[config.mk]
export PLATFORM = sky130hd
export DESIGN_NAME = pdm_sched
export DESIGN_NICKNAME = d
export VERILOG_FILES = /design/src/rtl/pdm_sched.sv
export SDC_FILE = /design/constraint.sdc
export NUM_CORES = 1
export LEC_CHECK = 0
export ABC_AREA = 1
export BUFFER_PORTS_ARGS = -buffer_cell sky130_fd_sc_hd__buf_2
export CAP_MARGIN = 20
export CORE_MARGIN = 2
export CORE_UTILIZATION = 30
export CTS_BUF_LIST = sky130_fd_sc_hd__clkbuf_8
export DETAILED_ROUTE_END_ITERATION = 10
export SETUP_SLACK_MARGIN = 0.2
export SLEW_MARGIN = 20
export SYNTH_ARGS = -nofsm -noshare
export SYNTH_HDL_FRONTEND = slang
export SYNTH_SLANG_ARGS = --single-unit
[constraint.sdc]
create_clock -name clk -period 5.9 [get_ports clk]
set_input_delay 0.885 -clock clk [delete_from_list [all_inputs] [get_ports clk]]
set_output_delay 0.885 -clock clk [all_outputs]
set_load 0.01 [all_outputs]
[src/rtl/pdm_sched.sv]
// Sample scheduler and soft-mute controller for the 1st-order PDM output stage.
// Streams samples through a small FIFO, strobes the PDM stage and ramps gain at every start/stop.
module pdm_sched #(
   parameter int DIV_W   = 8,
   parameter int OSR_W   = 6,
   parameter int FIFO_AW = 2
) (
   input  logic               clk,
   input  logic               reset_n,
   input  logic [DIV_W-1:0]   cfg_div,
   input  logic [OSR_W-1:0]   cfg_osr,
   input  logic               run,
   input  logic               mute,
   input  logic               s_valid,
   input  logic [15:0]        s_data,
   output logic               s_ready,
   output logic               pdm_ena,
   output logic [15:0]        pdm_in,
   output logic [FIFO_AW:0]   fill,
   output logic               underflow,
   input  logic               clr_flags,
   output logic [2:0]         state
);

   localparam int DEPTH = 2 ** FIFO_AW;

   // s_valid/s_ready: a sample transfers on every clock edge where both are high;
   // s_ready depends only on registered FIFO occupancy, never on s_valid.

   typedef enum logic [2:0] {
      S_IDLE    = 3'd0,
      S_RAMP_UP = 3'd1,
      S_RUN     = 3'd2,
      S_RAMP_DN = 3'd3,
      S_MUTED   = 3'd4
   } state_t;

   state_t              r_state;
   state_t              w_state_nxt;

   logic [DIV_W-1:0]    r_div_cnt;
   logic [DIV_W-1:0]    w_div_load;
   logic                r_ena;
   logic [OSR_W-1:0]    r_hold;
   logic [8:0]          r_gain;
   logic [8:0]          w_gain_nxt;
   logic signed [15:0]  r_sample;
   logic signed [15:0]  w_sample_nxt;
   logic [15:0]         r_pdm_in;
   logic signed [25:0]  w_samp_ext;
   logic signed [25:0]  w_gain_ext;
   logic signed [25:0]  w_prod;
   logic [15:0]         w_pdm_nxt;

   logic [15:0]         r_mem [DEPTH];
   logic [FIFO_AW-1:0]  r_wr_ptr;
   logic [FIFO_AW-1:0]  r_rd_ptr;
   logic [FIFO_AW:0]    r_fill;
   logic                r_uf;

   logic                w_full;
   logic                w_empty;
   logic                w_push;
   logic                w_pop;
   logic                w_live;
   logic                w_fetch;
   logic                w_uf_evt;
   logic                w_stop;

   // Occupancy never exceeds DEPTH, so its top bit alone means full.
   assign w_full     = r_fill[FIFO_AW];
   assign w_empty    = (r_fill == '0);
   assign w_push     = s_valid & ~w_full;
   assign w_live     = (r_state == S_RAMP_UP) || (r_state == S_RUN);
   assign w_fetch    = r_ena && (r_state != S_IDLE) && (r_hold == '0);
   assign w_uf_evt   = w_fetch && w_empty && w_live;
   assign w_stop     = !run || mute || w_uf_evt;
   assign w_div_load = (cfg_div < DIV_W'(2)) ? DIV_W'(2) : cfg_div;

   always_ff @(posedge clk) begin
      if (!reset_n) r_state <= S_IDLE;
      else          r_state <= w_state_nxt;
   end

   always_comb begin
      w_state_nxt = r_state;
      case (r_state)
         S_IDLE: begin
            if (run && !mute && !w_empty) w_state_nxt = S_RAMP_UP;
         end
         S_RAMP_UP: begin
            if (r_ena) begin
               if (w_stop)                  w_state_nxt = (r_gain <= 9'd1) ? S_MUTED : S_RAMP_DN;
               else if (r_gain == 9'd255)   w_state_nxt = S_RUN;
            end
         end
         S_RUN: begin
            if (r_ena && w_stop) w_state_nxt = S_RAMP_DN;
         end
         S_RAMP_DN: begin
            if (r_ena && (r_gain <= 9'd1)) w_state_nxt = S_MUTED;
         end
         S_MUTED: begin
            if (r_ena) begin
               if (!run)                      w_state_nxt = S_IDLE;
               else if (!mute && !w_empty)    w_state_nxt = S_RAMP_UP;
            end
         end
         default: w_state_nxt = S_IDLE;
      endcase
   end

   always_comb begin
      w_gain_nxt = r_gain;
      if (r_ena) begin
         case (r_state)
            S_RAMP_UP: w_gain_nxt = w_stop ? ((r_gain == '0) ? '0 : r_gain - 9'd1) : r_gain + 9'd1;
            S_RUN:     w_gain_nxt = w_stop ? 9'd255 : 9'd256;
            S_RAMP_DN: w_gain_nxt = (r_gain == '0) ? '0 : r_gain - 9'd1;
            default:   w_gain_nxt = '0;
         endcase
      end
      w_pop        = w_fetch && !w_empty && (w_live || (r_state == S_RAMP_DN));
      w_sample_nxt = w_pop ? r_mem[r_rd_ptr] : r_sample;
   end

   // Gain is zero-extended so 256 stays positive; 256 is exact unity after the shift.
   assign w_samp_ext = {{10{w_sample_nxt[15]}}, w_sample_nxt};
   assign w_gain_ext = {17'd0, w_gain_nxt};
   assign w_prod     = w_samp_ext * w_gain_ext;
   assign w_pdm_nxt  = 16'(w_prod >>> 8);

   always_ff @(posedge clk) begin
      if (!reset_n || (r_state == S_IDLE)) begin
         r_div_cnt <= '0;
         r_ena     <= 1'b0;
      end else begin
         r_ena <= (r_div_cnt == '0);
         if (r_div_cnt == '0) r_div_cnt <= w_div_load;
         else                 r_div_cnt <= r_div_cnt - DIV_W'(1);
      end
   end

   always_ff @(posedge clk) begin
      if (!reset_n || (r_state == S_IDLE)) begin
         r_hold <= '0;
      end else if (r_ena) begin
         if (r_hold == '0) r_hold <= cfg_osr;
         else              r_hold <= r_hold - OSR_W'(1);
      end
   end

   always_ff @(posedge clk) begin
      if (!reset_n) begin
         r_gain   <= '0;
         r_sample <= '0;
         r_pdm_in <= '0;
      end else if (r_ena) begin
         r_gain   <= w_gain_nxt;
         r_sample <= w_sample_nxt;
         r_pdm_in <= w_pdm_nxt;
      end
   end

   always_ff @(posedge clk) begin
      if (!reset_n) begin
         r_wr_ptr <= '0;
         r_rd_ptr <= '0;
         r_fill   <= '0;
      end else begin
         if (w_push) r_wr_ptr <= r_wr_ptr + FIFO_AW'(1);
         if (w_pop)  r_rd_ptr <= r_rd_ptr + FIFO_AW'(1);
         case ({w_push, w_pop})
            2'b10:   r_fill <= r_fill + (FIFO_AW+1)'(1);
            2'b01:   r_fill <= r_fill - (FIFO_AW+1)'(1);
            default: r_fill <= r_fill;
         endcase
      end
   end

   always_ff @(posedge clk) begin
      if (w_push) r_mem[r_wr_ptr] <= s_data;
   end

   // A new underflow event beats a simultaneous clear.
   always_ff @(posedge clk) begin
      if (!reset_n)       r_uf <= 1'b0;
      else if (w_uf_evt)  r_uf <= 1'b1;
      else if (clr_flags) r_uf <= 1'b0;
   end

   assign s_ready   = ~w_full;
   assign pdm_ena   = r_ena;
   assign pdm_in    = r_pdm_in;
   assign fill      = r_fill;
   assign underflow = r_uf;
   assign state     = r_state;

endmodule
# ---- Word level (Yosys, flattened, before mapping)
# Memory sizes are Yosys's and may differ from the RTL's. A register that Yosys moved wholly into a read port is not among the register bits.
# Index checks and enable logic that the tools add are counted.
dict set report op_classes {
  add_sub_neg 8
  n_mul 1
  magnitude_cmp 2
  n_eq_ne 14
  muxes 27
  bitwise_logic 2
  reduce_logical 29
}
# operator n
set op_table {}
lappend op_table {{2-to-1 mux 9 bit} 4}
lappend op_table {{2-to-1 mux 3 bit} 10}
lappend op_table {{one-hot mux 9 bit (3 select lines)} 1}
lappend op_table {{multiplier 16 x 10 -> 24 bit} 1}
lappend op_table {{2-to-1 mux 16 bit} 1}
lappend op_table {{2-to-1 mux 8 bit} 2}
lappend op_table {{one-hot mux 3 bit (5 select lines)} 1}
lappend op_table {{logical AND 1 bit} 11}
lappend op_table {{adder 9 x 1 -> 9 bit (second input constant)} 1}
lappend op_table {{== test 9 x 8 -> 1 bit (second input constant)} 1}
lappend op_table {{<= comparator 9 x 1 -> 1 bit (second input constant)} 1}
lappend op_table {{logical NOT 9 bit} 1}
lappend op_table {{subtractor 9 x 1 -> 9 bit (second input constant)} 1}
lappend op_table {{logical NOT 8 bit} 1}
lappend op_table {{less-than comparator 8 x 2 -> 1 bit (second input constant)} 1}
lappend op_table {{!= test 2 bit (second input constant)} 4}
lappend op_table {{subtractor 8 x 1 -> 8 bit (second input constant)} 1}
lappend op_table {{AND reduction 7 bit} 1}
lappend op_table {{== test 3 x 2 -> 1 bit (second input constant)} 2}
lappend op_table {{logical NOT 3 bit} 2}
lappend op_table {{logical NOT 6 bit} 1}
lappend op_table {{2-to-1 mux 6 bit} 1}
lappend op_table {{one-hot mux 3 bit (2 select lines)} 1}
lappend op_table {{subtractor 6 x 1 -> 6 bit (second input constant)} 1}
lappend op_table {{18 further kinds} 31}
dict set report totals {
  ff_bits 67
  ramBits 64
  output_inout_bits 25
  word_cells 95
  n_memories 1
}
# name depth width read_ports rd_ports_with_merged_regs write_ports line_no
set memory_table {}
lappend memory_table {r_mem 4 16 1 1 1 55} ;# logic [15:0] r_mem [DEPTH];

# ---- Longest topological paths before layout
dict set report depth {
  ltp_word 10
  ltp_mapped 39
  ltp_nobuf 38
}

# ---- Worst setup path before layout
# No wires, ideal clock.
dict set report synth_path {
  kind {input-to-reg}
  start {input port run}
  end {register r_pdm_in[15] (netlist: pdm_in[15])}
  setup_ns 0.109
  arrival_ns 6.175
  required_ns 5.791
  setup_slack_ns -0.384
  path_stages 31
  n_path_buf 0
  path_cell_list {inv_1 nor2_8 nand2_8 nand2_2 nand2_2 nand2_2 inv_2 o21ai_0 o2111ai_1 nand2_1 nor2_1 fa_1 inv_1 fa_1 inv_1 fa_1 fa_1 inv_1 fa_1 inv_1 ha_1 nand2_1 inv_1 a21oi_1 nor2_1 a2111oi_0 nand2_1 nand3_1 nand3_1 nand2_1 inv_1}
}
dict set report synth_between {
  elab_chain_len 7
  elab_cells_between_ends 8
}
# item line_no
set synth_rtl {}
lappend synth_rtl {{start, declared} 12} ;# input logic run,
lappend synth_rtl {{logical NOT 1 bit *} -}
lappend synth_rtl {{logical OR 1 bit * (2 in series)} 77} ;# assign w_stop = !run || mute || w_uf_evt;
lappend synth_rtl {{2-to-1 mux 9 bit, on equally long branches} {118, 117}}
lappend synth_rtl {{one-hot mux 9 bit (3 select lines) *} 116} ;# case (r_state)
lappend synth_rtl {{2-to-1 mux 9 bit *} 115} ;# if (r_ena) begin
lappend synth_rtl {{multiplier 16 x 10 -> 24 bit *} 130} ;# assign w_prod = w_samp_ext * w_gain_ext;
lappend synth_rtl {{end signal, assigned} 161} ;# r_pdm_in <= w_pdm_nxt;
lappend synth_rtl {{end, declared} 49} ;# logic [15:0] r_pdm_in;
# Every way passes the cells marked *; elsewhere a longest branch is shown, timed or not.
# A chain may end at the register's enable or synchronous reset.

# ---- Worst setup path in the final report
dict set report layout_path {
  start {register r_hold[0]}
  end {register r_pdm_in[5] (netlist: pdm_in[5])}
}
dict set report layout_between {
  elab_chain_len 9
  elab_cells_between_ends 13
}
# item line_no
set layout_rtl {}
lappend layout_rtl {{start, declared} 44} ;# logic [OSR_W-1:0] r_hold;
lappend layout_rtl {{start signal, assigned} 148} ;# if (r_hold == '0) r_hold <= cfg_osr;
lappend layout_rtl {{start signal, assigned} 149} ;# else r_hold <= r_hold - OSR_W'(1);
lappend layout_rtl {{logical NOT 6 bit *} 75} ;# assign w_fetch = r_ena && (r_state != S_IDLE) && (r_hold == '0);
lappend layout_rtl {{logical AND 1 bit *} 75}
lappend layout_rtl {{logical AND 1 bit (2 in series)} 76} ;# assign w_uf_evt = w_fetch && w_empty && w_live;
lappend layout_rtl {{logical OR 1 bit} 77}
lappend layout_rtl {{2-to-1 mux 9 bit, on equally long branches} {118, 117}}
lappend layout_rtl {{one-hot mux 9 bit (3 select lines)} 116}
lappend layout_rtl {{2-to-1 mux 9 bit} 115}
lappend layout_rtl {{multiplier 16 x 10 -> 24 bit *} 130}
# Marked as above.

==> flow_results.xml <==
<?xml version="1.0" encoding="UTF-8"?>
<metrics>
  <group name="status">
    <metric name="run_status" unit="">finished with violations</metric>
    <metric name="violations" unit="">negative setup slack</metric>
  </group>
  <group name="sta">
    <metric name="final.setup_skew" unit="ns">0.0307</metric>
    <metric name="fmax_achieved" unit="MHz">168</metric>
    <metric name="worst_slew_pin_slew" unit="ns">0.992</metric>
    <metric name="final.period_utilization" unit="%">101</metric>
    <metric name="timing.final.setup_violations" unit="">3</metric>
    <metric name="finalMaxSlewViolations" unit="">0</metric>
    <metric name="grt_setup_unrepaired" unit="">true</metric>
    <metric name="finalWorstPathRequiredPeriod" unit="ns">5.95</metric>
    <metric name="relSlewSlack" unit="%">33.8</metric>
    <metric name="final.setup.worst_slack" unit="ns">-0.0540</metric>
    <metric name="hold_viol" unit="">0</metric>
  </group>
  <group name="setup_path">
    <metric name="cp.buffers_inverters" unit="">10</metric>
    <metric name="depth_of_the_worst_register_to_register_path" unit="">34</metric>
    <metric name="crit_path_max_incr_delay" unit="ns">0.56</metric>
    <metric name="worstSetupPathType" unit="">reg -&gt; reg</metric>
    <metric name="critPathTopFamily" unit="">adder cells</metric>
    <metric name="timing.critical_path.to_type" unit="">flip-flop</metric>
    <metric name="timing.critical_path.from_type" unit="">flip-flop</metric>
    <metric name="critical-path-top-cell-by-count" unit="">sky130_fd_sc_hd__fa_1</metric>
    <metric name="critPathMaxFanout" unit="">5</metric>
    <metric name="timing.critical_path.required" unit="ns">6.29</metric>
    <metric name="worstSetupPathDepth" unit="">34</metric>
    <metric name="critical-path-slowest-cell" unit="">sky130_fd_sc_hd__fa_1</metric>
    <metric name="timing.critical_path.arrival" unit="ns">6.34</metric>
  </group>
  <group name="floorplan">
    <metric name="initial_utilization" unit="%">30.4</metric>
    <metric name="design.portCount" unit="">61</metric>
    <metric name="die_outline_width" unit="um">196</metric>
    <metric name="design.die.area" unit="um2">38500</metric>
    <metric name="core-area" unit="um2">36500</metric>
    <metric name="core.rowCount" unit="">70</metric>
    <metric name="die_h" unit="um">196</metric>
  </group>
  <group name="clock_tree">
    <metric name="clk_path_buf_depth" unit="">2</metric>
    <metric name="ctsHoldBuffers" unit="">0</metric>
    <metric name="cts.sinks" unit="">133</metric>
    <metric name="clock_tree_from_tritoncts" unit="">built</metric>
    <metric name="cell_at_the_root_of_the_clock_tree" unit="">sky130_fd_sc_hd__clkbuf_8</metric>
    <metric name="maximum_level_of_the_cts_h_tree" unit="">4</metric>
    <metric name="clkLatencyLatePin" unit="ns">0.49</metric>
    <metric name="cts_buffers" unit="">17</metric>
    <metric name="clk_pin_slew" unit="ns">0.10</metric>
  </group>
  <group name="synthesis">
    <metric name="most_used_flip_flop_cell_after_synthesis" unit="">sky130_fd_sc_hd__dfxtp_1</metric>
    <metric name="synth.area.top_cells" unit="">sky130_fd_sc_hd__fa_1, sky130_fd_sc_hd__edfxtp_1, sky130_fd_sc_hd__dfxtp_1, sky130_fd_sc_hd__inv_1, sky130_fd_sc_hd__nor2_1</metric>
    <metric name="synth_seq_area_share" unit="%">29.8</metric>
    <metric name="synth_xor_xnor_area_share" unit="%">2.12</metric>
    <metric name="post_synth_most_frequent_cells" unit="">sky130_fd_sc_hd__inv_1, sky130_fd_sc_hd__nor2_1, sky130_fd_sc_hd__nand2_1</metric>
    <metric name="yosys-mux-area-fraction" unit="%">0</metric>
    <metric name="synth-compound-area-share" unit="%">10.2</metric>
    <metric name="syn-mean-instance-area" unit="um2">8.34</metric>
    <metric name="top_cell_type_s_share_of_synthesized_area" unit="%">20.8</metric>
    <metric name="synth_top_family_by_area" unit="">adder cells</metric>
    <metric name="most_frequent_cell_after_synthesis" unit="">sky130_fd_sc_hd__inv_1</metric>
    <metric name="synthArstFlopShare" unit="%">0</metric>
    <metric name="synth_cells" unit="">1329</metric>
    <metric name="synth_fa_ha_area_share" unit="%">27.9</metric>
    <metric name="simple_gate_area_share_of_the_yosys_netlist" unit="%">19.6</metric>
    <metric name="number_of_enable_flip_flop_cells_after_synthesis" unit="">64</metric>
    <metric name="area_of_the_mapped_netlist" unit="um2">11100</metric>
    <metric name="post-synth-top-area-cell" unit="">sky130_fd_sc_hd__fa_1</metric>
    <metric name="yosys_warnings" unit="">0</metric>
    <metric name="syn-num-nets" unit="">1543</metric>
    <metric name="yosys_register_bits" unit="">133</metric>
    <metric name="synth.distinct_cells" unit="">52</metric>
  </group>
  <group name="pwr">
    <metric name="leakagePower" unit="nW">7.05</metric>
    <metric name="total_power_divided_by_cell_area" unit="nW/um2">266</metric>
    <metric name="ir_drop_worst_case_vdd" unit="uV">166</metric>
    <metric name="fin_total_pwr" unit="mW">3.98</metric>
  </group>
  <group name="cells_and_area">
    <metric name="layout.core_utilization" unit="%">41.0</metric>
    <metric name="final.fill_count" unit="">3546</metric>
    <metric name="post_route_cells_drive_above_1_share" unit="%">34.9</metric>
    <metric name="insertedDiodeCount" unit="">0</metric>
    <metric name="finalNetCount" unit="">1831</metric>
    <metric name="final_area" unit="um2">15000</metric>
    <metric name="fin_cells" unit="">2098</metric>
    <metric name="synthesis_to_finish_area_growth" unit="%">35.1</metric>
  </group>
  <group name="grt">
    <metric name="globalRouteTotalUtil" unit="%">16.3</metric>
    <metric name="first_global_vias" unit="">10100</metric>
    <metric name="pin_count_of_the_biggest_net_entering_global_routing" unit="">44</metric>
    <metric name="number_of_antenna_violations_at_the_first_check_in_global_routing" unit="">1</metric>
    <metric name="grt_remaining_overflow" unit="">0</metric>
    <metric name="grt_pass1_wl" unit="mm">49.2</metric>
  </group>
  <group name="hold_path">
    <metric name="min_delay_path_depth" unit="">2</metric>
    <metric name="timing.hold.worst.class" unit="">reg -&gt; reg</metric>
  </group>
  <group name="detailed_routing">
    <metric name="drtAntennaViolNets" unit="">0</metric>
    <metric name="post-route-drc-count" unit="">0</metric>
    <metric name="drt_pass1_iterations" unit="">5</metric>
    <metric name="wl_per_cell" unit="um">14.2</metric>
    <metric name="finalWirelength" unit="mm">29.8</metric>
    <metric name="dr_total_vias" unit="">9535</metric>
    <metric name="detail_route.iter0.violations" unit="">398</metric>
    <metric name="routed_via_density" unit="">4.54</metric>
  </group>
  <group name="placement">
    <metric name="dp.final_hpwl" unit="mm">22.9</metric>
    <metric name="numPortBuffers" unit="">60</metric>
    <metric name="placed_cell_area" unit="um2">13600</metric>
    <metric name="number_of_cells_in_the_design_after_placement" unit="">2013</metric>
    <metric name="gp_routability_congestion" unit="">0.885</metric>
  </group>
  <group name="run">
    <metric name="cap_viol_max_count" unit="">0</metric>
  </group>
</metrics>
-- path summary, 6_finish.rpt --
path,start,endpoint,slack [ns]
worst min-delay path,r_rd_ptr[1],flip-flop,0.47
worst max register to register,r_hold[0],pdm_in[5],-0.05
worst min register to register,r_rd_ptr[1],flip-flop,0.47
worst max-delay path,r_hold[0],pdm_in[5],-0.05
-- final cells by class --
class	instances	area, um2	share of cell area [%]
Clock buffer	17	234	1.56
Clock inverter	15	138	0.919
Inverter	268	1040	6.92
Multi-Input combinational cell	897	7440	49.7
Sequential cell	133	3310	22.1
Tap cell	468	586	3.91
Timing Repair Buffer	300	2220	14.9
-- power by group --
group | leakage (nW) | switching, mW | internal (mW)
registers | 1.15 | 0.0614 | 1.07
clock network | 0.191 | 0.441 | 0.309
logic | 5.71 | 1.19 | 0.905
-- registers in the layout, indices dropped and copies added (netlist names), named ones only --
signal     flops
underflow      1
r_gain         9
r_div_cnt      8
r_mem         64
pdm_ena        1
pdm_in        16
r_rd_ptr       2
r_sample      16
state          3
r_wr_ptr       2
fill           3
r_hold         6
-- metrics by stage --
step                TNS [ns]  hold slack [ns]  worst slack, ns
floorplan            -0.0622            0.436          -0.0622
global placement       -6.22            0.451           -0.546
detailed placement     -6.82            0.458           -0.546
CTS                   -0.101            0.472          -0.0196
global route           -3.84            0.491           -0.342
finish               -0.0850            0.467          -0.0540
-- cells by family after synthesis --
kind of cell,count (synthesis)
flip-flops,133
buffers and inverters,299
adder cells (fa/ha/maj),178
AO/OA/AOI/OAI,193
AND/OR/NAND/NOR,500
XOR/XNOR,26
-- worst min-delay path: stages (launching register included) --
cell                      delay [ns]
sky130_fd_sc_hd__dfxtp_1        0.30
sky130_fd_sc_hd__inv_1          0.06
sky130_fd_sc_hd__a21oi_1        0.06
-- metal layers --
| layer | wire length, um | part of all wire [%] | GRT usage (%) |
|---|---|---|---|
| met5 | 0 | 0 | 0 |
| met4 | 692 | 2.3 | 5.67 |
| met3 | 967 | 3.2 | 2.80 |
| met2 | 15300 | 51 | 29.5 |
| met1 | 12800 | 43 | 19.4 |
-- placed cells by master, fill, tap and decap left out, types with 10 or more instances in the layout --
cell type,n
sky130_fd_sc_hd__buf_2,60
sky130_fd_sc_hd__nand3_2,10
sky130_fd_sc_hd__buf_4,220
sky130_fd_sc_hd__o21ai_2,12
sky130_fd_sc_hd__inv_2,40
sky130_fd_sc_hd__xor2_1,15
sky130_fd_sc_hd__nand3_1,22
sky130_fd_sc_hd__edfxtp_1,64
sky130_fd_sc_hd__o21ai_1,17
sky130_fd_sc_hd__ha_4,16
sky130_fd_sc_hd__nand2_2,30
sky130_fd_sc_hd__o22ai_1,15
sky130_fd_sc_hd__dfxtp_1,60
sky130_fd_sc_hd__nor2_1,191
sky130_fd_sc_hd__nor2_2,21
sky130_fd_sc_hd__fa_1,108
sky130_fd_sc_hd__nand2_4,17
sky130_fd_sc_hd__a21oi_2,13
sky130_fd_sc_hd__o21ai_0,62
sky130_fd_sc_hd__nor2_4,12
sky130_fd_sc_hd__clkbuf_8,17
sky130_fd_sc_hd__nand2_1,168
sky130_fd_sc_hd__ha_1,46
sky130_fd_sc_hd__a21oi_1,32
sky130_fd_sc_hd__buf_6,14
sky130_fd_sc_hd__inv_1,219
-- repair_timing --
action	CTS	global route
pin swaps	82	85
setup buffers	35	18
cloned	0	0
endpoints found under the setup margin	16	16
gates resized for setup	114	65
(Power assumes the default switching activity.)
